### src/rtl/fp_round_pack.sv
// fp_round_pack: output stage of the linear-to-float converter.
// It rounds a {sign, exponent, significand, round bit} word half-up, carrying
// into the exponent and clipping to the largest code. It then packs the result
// into an 8-bit float {S, E[2:0], F[3:0]}. The word passes through a 2-stage
// valid/ready pipeline, and a counter records how many words saturated.
//
// Ports:
//   clk, rst          single clock, synchronous active-high reset
//   in_valid/ready    upstream handshake (in_ready is combinational from out_ready)
//   in_sign           sign of the sample, passed through untouched
//   in_exponent       3-bit exponent from the converter
//   in_significand    4-bit significand from the converter
//   in_round          magnitude bit just below the significand LSB
//   out_valid/ready   downstream handshake
//   out_float         packed {sign, exponent, significand}
//   sat_count         saturated words delivered downstream (sticks at all-ones)
//   sat_clear         synchronous clear of sat_count, wins over an increment
module fp_round_pack #(
    parameter bit ROUND_EN  = 1'b1,
    parameter int SAT_CNT_W = 8
) (
    input  logic                 clk,
    input  logic                 rst,
    input  logic                 in_valid,
    output logic                 in_ready,
    input  logic                 in_sign,
    input  logic [2:0]           in_exponent,
    input  logic [3:0]           in_significand,
    input  logic                 in_round,
    output logic                 out_valid,
    input  logic                 out_ready,
    output logic [7:0]           out_float,
    output logic [SAT_CNT_W-1:0] sat_count,
    input  logic                 sat_clear
);

    localparam logic [SAT_CNT_W-1:0] SAT_MAX = '1;

    logic       s1_valid;
    logic       s1_sign;
    logic [2:0] s1_e;
    logic [3:0] s1_f;
    logic       s1_sat;
    logic       s2_sat;

    logic       s1_en;
    logic       s2_en;

    logic       rnd;
    logic [4:0] sum;
    logic [2:0] nx_e;
    logic [3:0] nx_f;
    logic       nx_sat;

    assign s2_en    = !out_valid || out_ready;
    assign s1_en    = !s1_valid || s2_en;
    assign in_ready = s1_en;

    always_comb begin
        rnd    = ROUND_EN & in_round;
        sum    = {1'b0, in_significand} + {4'd0, rnd};
        nx_e   = in_exponent;
        nx_f   = sum[3:0];
        // A dropped round bit on the top code still counts as clipping,
        // even when rounding is disabled.
        nx_sat = (in_exponent == 3'd7) && (in_significand == 4'hF) && in_round;
        if (sum[4]) begin
            if (in_exponent == 3'd7) begin
                nx_f   = 4'hF;
                nx_sat = 1'b1;
            end else begin
                nx_e = in_exponent + 3'd1;
                nx_f = 4'b1000;
            end
        end
    end

    always_ff @(posedge clk) begin
        if (rst) begin
            s1_valid <= 1'b0;
            s1_sign  <= 1'b0;
            s1_e     <= 3'd0;
            s1_f     <= 4'd0;
            s1_sat   <= 1'b0;
        end else if (s1_en) begin
            s1_valid <= in_valid;
            if (in_valid) begin
                s1_sign <= in_sign;
                s1_e    <= nx_e;
                s1_f    <= nx_f;
                s1_sat  <= nx_sat;
            end
        end
    end

    always_ff @(posedge clk) begin
        if (rst) begin
            out_valid <= 1'b0;
            out_float <= 8'h00;
            s2_sat    <= 1'b0;
        end else if (s2_en) begin
            out_valid <= s1_valid;
            out_float <= {s1_sign, s1_e, s1_f};
            s2_sat    <= s1_valid & s1_sat;
        end
    end

    always_ff @(posedge clk) begin
        if (rst) begin
            sat_count <= '0;
        end else if (sat_clear) begin
            sat_count <= '0;
        end else if (out_valid && out_ready && s2_sat && (sat_count != SAT_MAX)) begin
            sat_count <= sat_count + 1'b1;
        end
    end

endmodule

### config.mk
export PLATFORM = sky130hd
export DESIGN_NAME = fp_round_pack
export DESIGN_NICKNAME = d
export VERILOG_FILES = /design/src/rtl/fp_round_pack.sv
export SDC_FILE = /design/constraint.sdc
export NUM_CORES = 1
export LEC_CHECK = 0
export ABC_AREA = 0
export CAP_MARGIN = 5
export CORE_ASPECT_RATIO = 2
export CORE_MARGIN = 1.5
export CORE_UTILIZATION = 38
export DETAILED_ROUTE_END_ITERATION = 8
export GPL_ROUTABILITY_DRIVEN = 1
export PLACE_DENSITY_LB_ADDON = 0.05
export SLEW_MARGIN = 20
export SYNTH_ARGS = -nofsm -noshare
export SYNTH_HDL_FRONTEND = slang
export SYNTH_SLANG_ARGS = --single-unit
### constraint.sdc
create_clock -name clk -period 1.62 [get_ports clk]
set_input_delay 0.162 -clock clk [delete_from_list [all_inputs] [get_ports clk]]
set_output_delay 0.162 -clock clk [all_outputs]
set_load 0.1 [all_outputs]
After elaboration in Yosys (flattened, before gate mapping)
Cells that the tools add are included. W data, S select, Z words.

Flip-flop bits (word level): 28. Input bits: 14.

$add $sub $neg: 3. Equality and inequality tests: 3. Mux-type cells: 6. Bitwise gates (word level): 1. Reductions and logical operators: 11.

Operators with widths (number): $mux W3 (3); $add A8 B1 Y8 const B (1); $ne A8 B8 Y1 const B (1); $add A4 B1 Y5 (1); $logic_and A1 B1 Y1 (5); $eq A4 B4 Y1 const B (1); $mux W4 (1); $add A3 B1 Y3 const B (1); $eq A3 B3 Y1 const B (1); $logic_not A1 Y1 (2); $logic_or A1 B1 Y1 (2); $mux W1 (2); $reduce_and A2 Y1 (1); $reduce_or A2 Y1 (1); $and A1 B1 Y1 (1).

Longest topological paths before layout
Gate-level depths: netlist (run 1).

Depth after elaboration: 5. Mapped depth: 6. Mapped depth without buffers: 6.

Worst setup path before layout (run 1)
No wires, ideal clock.

Path type: register -> register. Start: register out_valid. End: register s1_sat. Setup time: 0.132 ns. Arrival: 2.607 ns. Data required time: 1.488 ns. Path slack: -1.119 ns. Stages on the path, launching flop included: 5. Buffers on the path: 0. Period minus slack after synthesis: 2.739 ns. Path through: dfxtp_1 nand3b_1 nand2_2 or3_1 a21oi_1.

Longest elaborated chain between the ends: 4.

Ends and longest elaborated chain: start: declaration (line 30) `output logic out_valid,`; start signal: assignment (line 102) `out_valid <= s1_valid;`; $logic_not A1 Y1 (line 55) `assign s2_en = !out_valid || out_ready;`; $logic_or A1 B1 Y1 (line 55); $logic_or A1 B1 Y1 (line 56) `assign s1_en = !s1_valid || s2_en;`; named net in_ready (line 25) `output logic in_ready,`; $reduce_and A2 Y1 (no line); end signal: assignment (line 91) `s1_sat <= nx_sat;`; end: declaration (line 43) `logic s1_sat;`.

The timed path passes the listed nets, and every way through them passes these cells. A chain may end at the register's enable or synchronous reset.

Final worst setup path (run 1)
Start: input port in_significand[0]. End: register s1_e[2].

Longest elaborated chain between the ends: 2.

Ends and longest elaborated chain: start: declaration (line 28) `input logic [3:0] in_significand,`; $add A4 B1 Y5 (line 61) `sum = {1'b0, in_significand} + {4'd0, rnd};`; $mux W3 (line 67) `if (sum[4]) begin`; end signal: assignment (line 89) `s1_e <= nx_e;`; end: declaration (line 41) `logic [2:0] s1_e;`.

No other way between the ends.

==> impl_results.md, run 1 <==
* DP Cell Count at 205
* Via/cell ratio at 5.19
* Status: complete, no violations
* Die Height at 83.7 µm
* Drt first pass iters at 4
* H-tree levels at 1
* Pwr Density at 775 nW/µm²
* Total Die Area at 3620 µm²
* Post-CTS repair timing setup buffer count at 0
* PortBufs at 31
* Synthesized area at 1240 µm²
* Fmax at 693 MHz
* Core area at 3120 µm²
* Fill cells at 270
* WP data required at 1.79 ns
* Crit path launch: in_significand[0]
* CP Data Arrival Time at 1.61 ns
* Share of layout cells above drive strength 1 at 27.0%
* Area contributors post-synth: dfxtp_1 (45%), nand2_1 (8.2%), a21oi_1 (6.9%)
* First-pass GRT wire length at 4.67 mm
* # IOs at 32
* Most frequent cell after synthesis: dfxtp_1
* Worst-path fanout max at 4
* Initial antenna violation count at 0
* Seq/Total Area, Yosys at 45.3%
* Sequential Area at 579 µm²
* Diode count at 0
* Tmin final at 1.44 ns
* Worst slew pin tran at 0.319 ns
* HPWL after DPL at 2.21 mm
* R2R Path Start: sat_count[0]
* Largest net degree at the start of global routing at 21
* Asr flop ratio synth at 0%
* CP max-delay cell: clkdlybuf4s50_1
* Drt drc at 0
* EDFF count, synth at 0
* HP Class: in -> reg
* Worst rel slew slack at 78.7%
* Post-synth cell types at 35
* Vias post-DR at 1,084
* Worst Path Class, Setup: in -> reg
* Most frequent cells after synthesis: dfxtp_1 (28), nand2_1 (27), a21oi_1 (17)
* Resized Gates After CTS at 0
* Total GRT Usage at 16.7%
* RD Place Congestion at 0.867
* Met1 Routed Length at 940 µm
* Max-slew violation count at 0
* Die span in x at 43.3 µm
* WL final at 2.66 mm
* CP peak stage delay at 0.42 ns
* Fin. Hold Viols at 0
* FF+latch count, synth at 28
* Num CTS Buffers at 3
* GRT overflow at 0
* Synth Area per Inst at 8.83 µm²
* Hold slack at 0.439 ns
* Fin Clk Skew at 0.00548 ns
* Nets at 197
* Clk buf depth at 2
* Non-Filler Instances at 209
* Yosys warns at 0
* Later-pin clock latency in the skew report at 0.27 ns
* CTS tree: done
* Metal2 WL at 1.61 mm
* Critical path's most frequent cell: ha_1
* Final WS setup at 0.177 ns
* CP Launch Type: input port
* Root Driver: clkbuf_8
* DR top layer: met4
* Area Growth Syn to Fin at 52.3%
* WL/cell at 12.7 µm
* Cell row count at 29
* Max IR drop VDD at 0.583 mV
* Placed Area at 1820 µm²
* Gate Count Post-Synth at 140
* Post-synth top flop: dfxtp_1
* DP Worst Slack at -0.119 ns
* Drt first-iter violations at 18
* Hold buffers post-CTS at 0
* Routed Antenna Nets at 0
* Endpoints failing setup at 0
* Starting Density at 39.6%
* Clock sinks at 28
* MaxCap Viol Count at 0
* Multi-input logic area at 644 µm²
* Synth Net Count at 158
* Leak pwr at 0.723 nW
* Met3 wire len at 67 µm
* Clock transition at the registers of the reported paths at 0.09 ns
* Design Area, Final at 1880 µm²
* Endpoint class of the critical path: register
* Largest area contributor in the netlist: dfxtp_1
* Crit-path cells: clkdlybuf4s50_1 > ha_1 > ha_1 > and3_1 > buf_4 > a211oi_1 > nor3_1
* Vias in the first global route at 1,080
* Worst Min Path Start: in_sign
* Unrepaired setup endpoints after global routing: false
* Final worst-path cycle share at 89.1%
* Post-synth top area share at 45.3%
[cells in the final DEF, fill, tap and decap left out, types with 2 or more instances in the layout]
cell	count
o21ai_0	2
or3_1	3
and3_1	2
nand2_1	27
nor3_1	2
xor2_1	6
dfxtp_4	3
dfxtp_2	6
nand3_1	4
and3_4	2
buf_4	8
a211oi_1	2
clkdlybuf4s50_1	13
o211ai_1	5
ha_1	4
nand4_1	2
mux2i_1	2
nor2_1	11
dfxtp_1	19
clkbuf_8	3
a21oi_1	17
nand3b_1	2
buf_12	18
[cells by family (layout without fill, tap and decap cells)]
group                    after synthesis  after routing  share of synthesized area (%)
AO/OA/AOI/OAI                         31             31                           16.6
XOR/XNOR                               6              6                           4.25
adder cells (fa/ha/maj)                4              4                           4.05
buffers and inverters                  6             44                           2.53
flip-flops                            28             28                           45.3
multiplexers                           2              2                           1.62
AND/OR/NAND/NOR                       63             63                           25.6
[worst paths after layout]
check	endpoint	slack [ns]	cells after the start
worst max-delay path	s1_e[2]	0.18	7
worst min register to register	s1_sat	0.46	2
worst min-delay path	s1_sign	0.44	3
worst max register to register	sat_count[3]	0.21	6
[stage by stage]
stage	TNS, ns	utilization, %	power, mW
CTS	0	60.3	1.48
global placement	-0.227	58.2	0.992
finish	0	60.3	1.46
detailed placement	-0.494	58.2	0.996
floorplan	-3.26	-	0.885
global route	0	60.3	1.52
[final cells by class]
cell class	count	area share, %
Multi-Input combinational cell	106	34.2
Sequential cell	28	30.8
Timing Repair Buffer	39	29.2
Clock buffer	4	3.52
Tap cell	31	2.06
Inverter	1	0.199
[state kept, by name, indices dropped and copies added, names as in the netlist]
| name | flops |
|---|---|
| s1_sign | 1 |
| out_valid | 1 |
| s1_valid | 1 |
| out_float | 8 |
| s1_sat | 1 |
| sat_count | 8 |
| s1_f | 4 |
| s2_sat | 1 |
| s1_e | 3 |
[power breakdown]
part	internal, mW	switching (mW)
registers	0.710	0.0200
clock network	0.269	0.212
logic	0.105	0.143
[routing by layer]
layer  up-vias  GRT usage, %
met4         0          6.61
met1       494          16.4
met2        22          32.4
met3         4          1.95
li1        564             -
met5         -             0
[critical path, delay by kind of cell]
kind / cells / cell delay [ns]
buffers and inverters: 2 / 0.57
AO/OA/AOI/OAI: 1 / 0.23
adder cells (fa/ha/maj): 2 / 0.42
AND/OR/NAND/NOR: 2 / 0.23
(Power assumes the default switching activity.)
==> run 2, diff against run 1 <==
--- a/config.mk
+++ b/config.mk
@@ -12,8 +12,8 @@
 export CORE_UTILIZATION = 38
 export DETAILED_ROUTE_END_ITERATION = 8
 export GPL_ROUTABILITY_DRIVEN = 1
+export HOLD_SLACK_MARGIN = 0.1
 export PLACE_DENSITY_LB_ADDON = 0.05
-export SLEW_MARGIN = 20
 export SYNTH_ARGS = -nofsm -noshare
 export SYNTH_HDL_FRONTEND = slang
 export SYNTH_SLANG_ARGS = --single-unit
==> results of run 2 <==
Final layout, timing and power as in run 1 (identical DEF).
==> run 3, diff against run 2 <==
--- a/config.mk
+++ b/config.mk
@@ -8,11 +8,11 @@
 export ABC_AREA = 0
 export CAP_MARGIN = 5
 export CORE_ASPECT_RATIO = 2
-export CORE_MARGIN = 1.5
 export CORE_UTILIZATION = 38
 export DETAILED_ROUTE_END_ITERATION = 8
 export GPL_ROUTABILITY_DRIVEN = 1
 export HOLD_SLACK_MARGIN = 0.1
+export MAX_ROUTING_LAYER = met4
 export PLACE_DENSITY_LB_ADDON = 0.05
 export SYNTH_ARGS = -nofsm -noshare
 export SYNTH_HDL_FRONTEND = slang
==> run 3 against run 2 <==
Compared with the run above:
- wire length increased by 0.68%
- first-iteration DRC count decreased by 22%
- non-clock buffer count unchanged
- worst hold slack improved by 0.0049 ns
- clock power decreased by 22%
- combinational power about the same
- critical endpoint is now s1_e[0]
- highest routed layer unchanged
==> impl_results.md, run 3 (synthesis results as in run 1) <==
* Status: complete, no violations
* CP Launch Type: input port
* Root Driver: clkbuf_8
* CP Data Arrival Time at 1.66 ns (+0.05 ns)
* Max-slew violation count at 0 (unchanged)
* Worst rel slew slack at 78.8% (about the same)
* Drt drc at 0 (unchanged)
* Fin Clk Skew at 0.00411 ns (-0.00137 ns)
* Starting Density at 39.6% (unchanged)
* Via/cell ratio at 5.31 (+2.3%)
* Diode count at 0 (unchanged)
* PortBufs at 31 (unchanged)
* # IOs at 32 (unchanged)
* Hold buffers post-CTS at 0 (unchanged)
* Clock sinks at 28 (unchanged)
* Clk buf depth at 2 (unchanged)
* Num CTS Buffers at 3 (unchanged)
* Leak pwr at 0.712 nW (-1.5%)
* Fill cells at 275 (+1.9%)
* WL/cell at 12.8 µm (+0.68%)
* TNS Setup at 0 ns (unchanged)
* Placed Area at 1820 µm² (unchanged)
* Routed Antenna Nets at 0 (unchanged)
* GRT overflow at 0 (unchanged)
* Endpoints failing setup at 0 (unchanged)
* Largest net degree at the start of global routing at 21 (unchanged)
* Met3 GRT Util at 2.17% (+0.23 points)
* Resized Gates After CTS at 0 (unchanged)
* Vias in the first global route at 1,113 (+3.1%)
* Final WS setup at 0.143 ns (-0.0344 ns)
* First-pass GRT wire length at 4.60 mm (-1.6%)
* RD Place Congestion at 0.888 (+2.4%)
* Worst-path fanout max at 4 (unchanged)
* HP Class: in -> reg
* Worst Path Class, Setup: in -> reg
* Worst slew pin tran at 0.319 ns (-0.000318 ns)
* Fmax at 677 MHz (-2.3%)
* Drt first pass iters at 4 (unchanged)
* Total Die Area at 3500 µm² (-3.5%)
* Pwr Density at 726 nW/µm² (-6.3%)
* Core area at 3120 µm² (unchanged)
* Endpoint class of the critical path: register
* Post-CTS repair timing setup buffer count at 0 (unchanged)
* Top flop regs: out_float x8, sat_count x8, s1_f x4
* Max IR drop VDD at 0.554 mV (-5.0%)
* MaxCap Viol Count at 0 (unchanged)
* Most common cell after layout, fill and taps aside: nand2_1
* Area Growth Syn to Fin at 50.6%
* Die span in x at 42.3 µm (-2.3%)
* Drt first-iter violations at 14 (-4)
* Post-layout util at 59.7% (-0.68 points)
* Fin. Hold Viols at 0 (unchanged)
* Share of layout cells above drive strength 1 at 26.4% (-0.56 points)
* WL final at 2.67 mm (+0.68%)
* Unrepaired setup endpoints after global routing: false
* Cell row count at 29 (unchanged)
* Initial antenna violation count at 0 (unchanged)
* DP Worst Slack at -0.165 ns (-0.0461 ns)
* Tot Pwr at 1.35 mW (-7.3%)
* Reg2Reg Setup Slack at 0.20 ns (about the same)
* Design Area, Final at 1860 µm² (-1.1%)
* Vias post-DR at 1,109 (+2.3%)
* Tmin final at 1.48 ns (+0.0344 ns)
* WP data required at 1.81 ns (+0.02 ns)
* Later-pin clock latency in the skew report at 0.27 ns (about the same)
* Grt met1 use at 16.3% (-0.13 points)
* Nets at 197 (unchanged)
* Final worst-path cycle share at 91.2% (+2.1 points)
* Most frequent cells in the layout: nand2_1 (27), dfxtp_1 (19), buf_12 (18), a21oi_1 (17), clkdlybuf4s50_1 (13)
* Met2 Resource Use GR at 33.2% (+0.80 points)
* H-tree levels at 1 (unchanged)
* Total GRT Usage at 17.6% (+0.92 points)
* Gr busiest metal: met2
* CTS tree: done
* HPWL after DPL at 2.20 mm (-0.47%)
* Clock transition at the registers of the reported paths at 0.09 ns (about the same)
* Die Height at 82.7 µm (-1.2%)
-- run 3: critical path: stages --
cell and delay, ns:
clkdlybuf4s50_1 0.48, ha_1 0.17, ha_1 0.17, and3_1 0.17
nand2_1 0.12, xor2_1 0.16, a211oi_1 0.24
-- run 3: layer usage --
layer | vias to the layer above | routed length [µm]
li1 | 572 | -
met1 | 505 | 994
met3 | 5 | 63
met2 | 27 | 1570
met5 | - | 0
met4 | 0 | 50
-- run 3: cell type report --
cell class / instances / area (µm²) / share of cell area, %
multi-input cells: 106 / 644 / 34.6
inverters: 1 / 3.75 / 0.202
clock buffers: 4 / 45.0 / 2.42
flip-flops and latches: 28 / 579 / 31.1
repair buffers: 39 / 551 / 29.6
well taps: 31 / 38.8 / 2.08
-- run 3: path summary, 6_finish.rpt --
| path | from | to | cells past startpoint |
|---|---|---|---|
| hold / removal | in_sign | s1_sign | 3 |
| hold reg to reg | s1_e[1] | out_float[5] | 2 |
| setup reg to reg | sat_count[0] | sat_count[3] | 6 |
| setup / recovery | in_significand[0] | s1_e[0] | 7 |
-- run 3: per-stage QoR --
stage / instances / hold slack, ns
global route: 209 / 0.474
detailed placement: 205 / 0.450
floorplan: 140 / 0.302
finish: 209 / 0.444
global placement: 205 / 0.444
CTS: 209 / 0.438
-- run 3: report_power, final --
group	switching [mW]	internal, mW
Clock	0.198	0.176
Combinational	0.143	0.104
Sequential	0.0207	0.710
Total	0.362	0.990
==> RTL edit 1: new RTL, config.mk and constraints of run 1 <==
The parameter `SAT_CNT_W` goes from 8 to 12.
--- a/src/rtl/fp_round_pack.sv
+++ b/src/rtl/fp_round_pack.sv
@@ -17,7 +17,7 @@
 //   sat_clear         synchronous clear of sat_count, wins over an increment
 module fp_round_pack #(
     parameter bit ROUND_EN  = 1'b1,
-    parameter int SAT_CNT_W = 8
+    parameter int SAT_CNT_W = 12
 ) (
     input  logic                 clk,
     input  logic                 rst,
Ports: changed (resized sat_count); port bits go from 32 to 36. No check against the original RTL was run, so the function may have changed too.
==> RTL edit 1 against run 1 <==
- clock skew rose by 2.8 ps
- synthesized cell count rose by 19%
- via count rose by 32%
- sequential cell count rose by 4
- wire length rose by 34%
- power rose by 16%
- global-route usage rose by 3.3 points
- design area rose by 23%
- count of clock-buffer cells in the layout rose by 1
- worst setup slack got worse by 82 ps
- first-iteration DRC count rose by 22%
- area after synthesis rose by 15%
- critical path type is now register to register
- critical endpoint is now sat_count[0]
- largest cell class unchanged
==> RTL edit 1: results (changes against run 1) <==
stage;metric;value;unit;change
placement;detailed placement HPWL;2890;um;+30%
detailed_routing;wire per inst;13.2;um;+4.2%
power_and_ir_drop;Peak supply drop;0.725;mV;+24%
detailed_routing;vias;1428;;+32%
placement;cell count after placement;261;;+27%
critical_path;CP max FO;9;;+5
detailed_routing;DR iter-0 viols;22;;+4
placement;Setup WS pre-CTS;-168;ps;-48.4 ps
logic_synthesis;Post-synth ARST share;0;;unchanged
layout;share of cells above drive strength 1;0.300;;+0.0303
status;status;finished, final reports clean;;
global_route;largest net degree at the start of global routing;22;;+4.8%
power_and_ir_drop;P_sw;0.000480;W;+28%
logic_synthesis;Synth cell types;36;;+2.9%
power_and_ir_drop;leakage dissipation;0.842;nW;+16%
sta;Slew @ Worst Pin;410;ps;+90.7 ps
layout;fin nets;237;;+20%
power_and_ir_drop;Seq group;0.000813;W;+11%
logic_synthesis;Syn Nets;185;;+17%
min_path;Hold/Removal Path Class;input pin to register;;
logic_synthesis;Synth Instances;167;;+19%
cts;CTS H-tree lvls;2;;+1
logic_synthesis;sequential share of the synthesized area;0.451;;-0.00234
power_and_ir_drop;Clk pwr share;0.363;;+0.033
cts;total CTS buffers;5;;+2
cts;CTS max path bufs;2;;unchanged
detailed_routing;DRT Wirelength;3560;um;+34%
global_route;Total GRT Usage;0.199;;+0.0329
layout;top flop regs;sat_count x12, out_float x8, s1_f x4;;
placement;Buffers on Ports;35;;+13%
## RTL edit 1: cell count changes after synthesis, moves of 4 or more
| cell | run 1 | this run |
|---|---|---|
| nand2_1 | 27 | 32 |
| a21oi_1 | 17 | 21 |
| dfxtp_1 | 28 | 32 |
| nand3_1 | 4 | 8 |
| xor2_1 | 6 | 2 |
## RTL edit 1: kinds of logic (layout without fill, tap and decap cells)
kind of cell | count (synthesis) | count (layout) | share of synthesized area
simple gates | 76 | 76 | 0.266
compound gates | 42 | 42 | 0.194
flops | 32 | 32 | 0.451
buf+inv | 8 | 61 | 0.0211
fa+ha+maj | 4 | 4 | 0.0352
xor+xnor | 3 | 3 | 0.0185
mux | 2 | 2 | 0.0141
## RTL edit 1: final cells by class
cell class / instances / area, sq um
sequential: 32 / 689
clock buffer: 5 / 68.8
fill: 312 / 1290
clock inverter: 3 / 21.3
inverter: 3 / 11.3
tap: 49 / 61.3
multi-input combinational: 127 / 781
timing repair buffer: 50 / 683
## RTL edit 1: tightest hold or removal path, delay by kind of cell
kind,cells,cell delay [ps]
buffers and inverters,1,400
AOI/OAI and AO/OA,1,60
and+or+nand+nor,1,60
## RTL edit 1: worst paths after layout
path | from | to | slack, ps | cells past startpoint
worst max-delay path | sat_count[1] | sat_count[0] | 90 | 6
worst min-delay path | in_sign | s1_sign | 440 | 3
worst max register to register | sat_count[1] | sat_count[0] | 90 | 6
worst min register to register | s1_f[3] | out_float[3] | 460 | 2
## RTL edit 1: routing by layer
layer / share of wire / routed length (um) / track usage / up-vias
li1: - / - / - / 711
met1: 0.33 / 1180 / 0.171 / 669
met5: 0 / 0 / 0 / -
met3: 0.028 / 101 / 0.0404 / 13
met2: 0.60 / 2140 / 0.385 / 35
met4: 0.040 / 144 / 0.117 / 0
==> RTL edit 2: new RTL, flow settings as in run 1 <==
Without the edit above. Put one more register stage on the output `sat_count`, without a reset. The value now appears one clock later. The other outputs are not delayed to match.
--- a/src/rtl/fp_round_pack.sv
+++ b/src/rtl/fp_round_pack.sv
@@ -35,6 +35,8 @@
 );
 
     localparam logic [SAT_CNT_W-1:0] SAT_MAX = '1;
+
+    logic [SAT_CNT_W-1:0] sat_count_s0;
 
     logic       s1_valid;
     logic       s1_sign;
@@ -107,12 +109,16 @@
 
     always_ff @(posedge clk) begin
         if (rst) begin
-            sat_count <= '0;
+            sat_count_s0 <= '0;
         end else if (sat_clear) begin
-            sat_count <= '0;
-        end else if (out_valid && out_ready && s2_sat && (sat_count != SAT_MAX)) begin
-            sat_count <= sat_count + 1'b1;
+            sat_count_s0 <= '0;
+        end else if (out_valid && out_ready && s2_sat && (sat_count_s0 != SAT_MAX)) begin
+            sat_count_s0 <= sat_count_s0 + 1'b1;
         end
+    end
+
+    always_ff @(posedge clk) begin
+        sat_count <= sat_count_s0;
     end
 
 endmodule
Function: changed (a bounded check fails within 4 cycles, from zero or initial values and one cycle with rst high).
==> RTL edit 2 against run 1 <==
- wire length is 10% higher
- worst setup slack better by 11 ps
- design area up 9.0%
- largest power group unchanged
- synthesized cell count up 6.4%
- via count is 12% higher
- area after synthesis increased by 12%
- power rose by 26%
- sequential cell count grew 8
- clock skew grew 1.8 ps
==> RTL edit 2: results (changes against run 1) <==
stage;metric;value;unit;change
detailed_routing;wire per inst;12.3;um;-2.9%
logic_synthesis;Synth cell types;33;;-5.7%
detailed_routing;Routed met1 length;944;um;+0.43%
logic_synthesis;Synth top cells by count;dfxtp_1, nand2_1, a21oi_1, nor2_1, o211ai_1;;
min_path;Hold/Removal Path Class;register to register;;
logic_synthesis;Avg Synthesized Cell Area;9.31;sq um;+5.5%
placement;Placer Congestion;0.837;;-3.5%
min_path;Hold Path Depth;0;;-3
critical_path;R2R Path End;sat_count_s0[1];;
detailed_routing;wire length on met3;123;um;+84%
global_route;largest net degree at the start of global routing;22;;+4.8%
min_path;WHS Endpoint;sat_count[1];;
logic_synthesis;Synth area leaders;dfxtp_1, nand2_1, a21oi_1;;
detailed_routing;vias;1211;;+12%
global_route;met3 Usage GRT;0.0612;;+0.0417
logic_synthesis;Syn Nets;167;;+5.7%
sta;hold slack;389;ps;-49.7 ps
critical_path;Reg2Reg Depth;5;;-1
detailed_routing;DR iter-0 viols;19;;+1
global_route;met1 GRT Util;0.137;;-0.0273
critical_path;CP max FO;5;;+1
logic_synthesis;sequential share of the synthesized area;0.519;;+0.0659
cts;clock-pin slew on the worst setup and hold paths;70;ps;-20 ps
critical_path;CP peak stage delay;380;ps;-40 ps
status;status;finished, final reports clean;;
logic_synthesis;Adder-Cell Fraction of Synth Area;0.0361;;-0.00442
detailed_routing;met2 routed WL;1780;um;+10%
global_route;GRT met2 Usage;0.332;;+0.00734
logic_synthesis;Post-Synth XOR/XNOR Area;0.0252;;-0.0173
power_and_ir_drop;leakage dissipation;0.782;nW;+8.1%
cts;CTS H-tree lvls;2;;+1
layout;fillers;329;;+22%
power_and_ir_drop;Peak supply drop;0.688;mV;+18%
global_route;Total GRT Usage;0.172;;+0.00526
layout;Final Instance Count excl. Fillers;237;;+13%
cts;clk_lat worst skew;290;ps;+20 ps
logic_synthesis;post-synthesis mux area share;0.0144;;-0.00177
sta;clk_skew;7.24;ps;+1.76 ps
sta;Slew @ Worst Pin;277;ps;-41.9 ps
placement;Setup WS pre-CTS;-110;ps;+9.36 ps
logic_synthesis;Synth Area in Compound Gates;0.161;;-0.00549
placement;cell count after placement;229;;+12%
layout;fin nets;206;;+4.6%
critical_path;critical path's slowest cell;dfxtp_1;;
critical_path;reg2reg start;sat_count_s0[0];;
placement;DP Area;0.00196;sq mm;+7.9%
[RTL edit 2: cell count changes after synthesis, sizes merged]
cell | before | now
xor2 | 6 | 4
dfxtp | 28 | 36
clkbuf | 2 | 3
nor3 | 2 | 3
and3 | 5 | 4
a31oi | 1 | 3
buf | 3 | 2
and2 | 1 | 0
o21ai | 3 | 4
nor4 | 0 | 1
[RTL edit 2: layout make-up]
cell class,instances,area share
inverters,1,0.00183
repair buffers,37,0.261
clock inverters,2,0.00488
multi-input cells,107,0.310
clock buffers,6,0.0402
flip-flops and latches,36,0.353
well taps,48,0.0293
[RTL edit 2: worst max-delay path, delay by kind of cell, from the launching register on]
family | cells | cell delay, ps
DFF | 1 | 380
AOI/OAI and AO/OA | 1 | 300
muxes | 1 | 220
and+or+nand+nor | 2 | 210
adders and majority gates | 1 | 210
[RTL edit 2: metrics by stage]
stage	power [W]	util
final	0.00184	0.594
after global routing	0.00191	0.594
after CTS	0.00185	0.594
after detailed placement	0.00121	0.567
after global placement	0.00120	0.567
after floorplan	0.00109	-
[RTL edit 2: power groups by stage]
stage / logic (W) / clock network [W] / registers (W)
floorplan: 0.0000705 / 0 / 0.00102
global placement: 0.000249 / 0 / 0.000950
detailed placement: 0.000253 / 0 / 0.000953
CTS: 0.000254 / 0.000665 / 0.000932
global route: 0.000268 / 0.000711 / 0.000935
finish: 0.000251 / 0.000655 / 0.000932
[RTL edit 2: how the worst max path moves through the flow]
stage	start	end	slack (ps)	cells past startpoint
floorplan	out_valid	s1_sat	-490	4
global placement	in_significand[0]	s1_e[2]	-80	7
detailed placement	in_round	s1_e[0]	-110	7
CTS	sat_count_s0[0]	sat_count_s0[1]	170	5
global route	in_round	s1_e[0]	10	7
finish	sat_count_s0[0]	sat_count_s0[1]	190	5
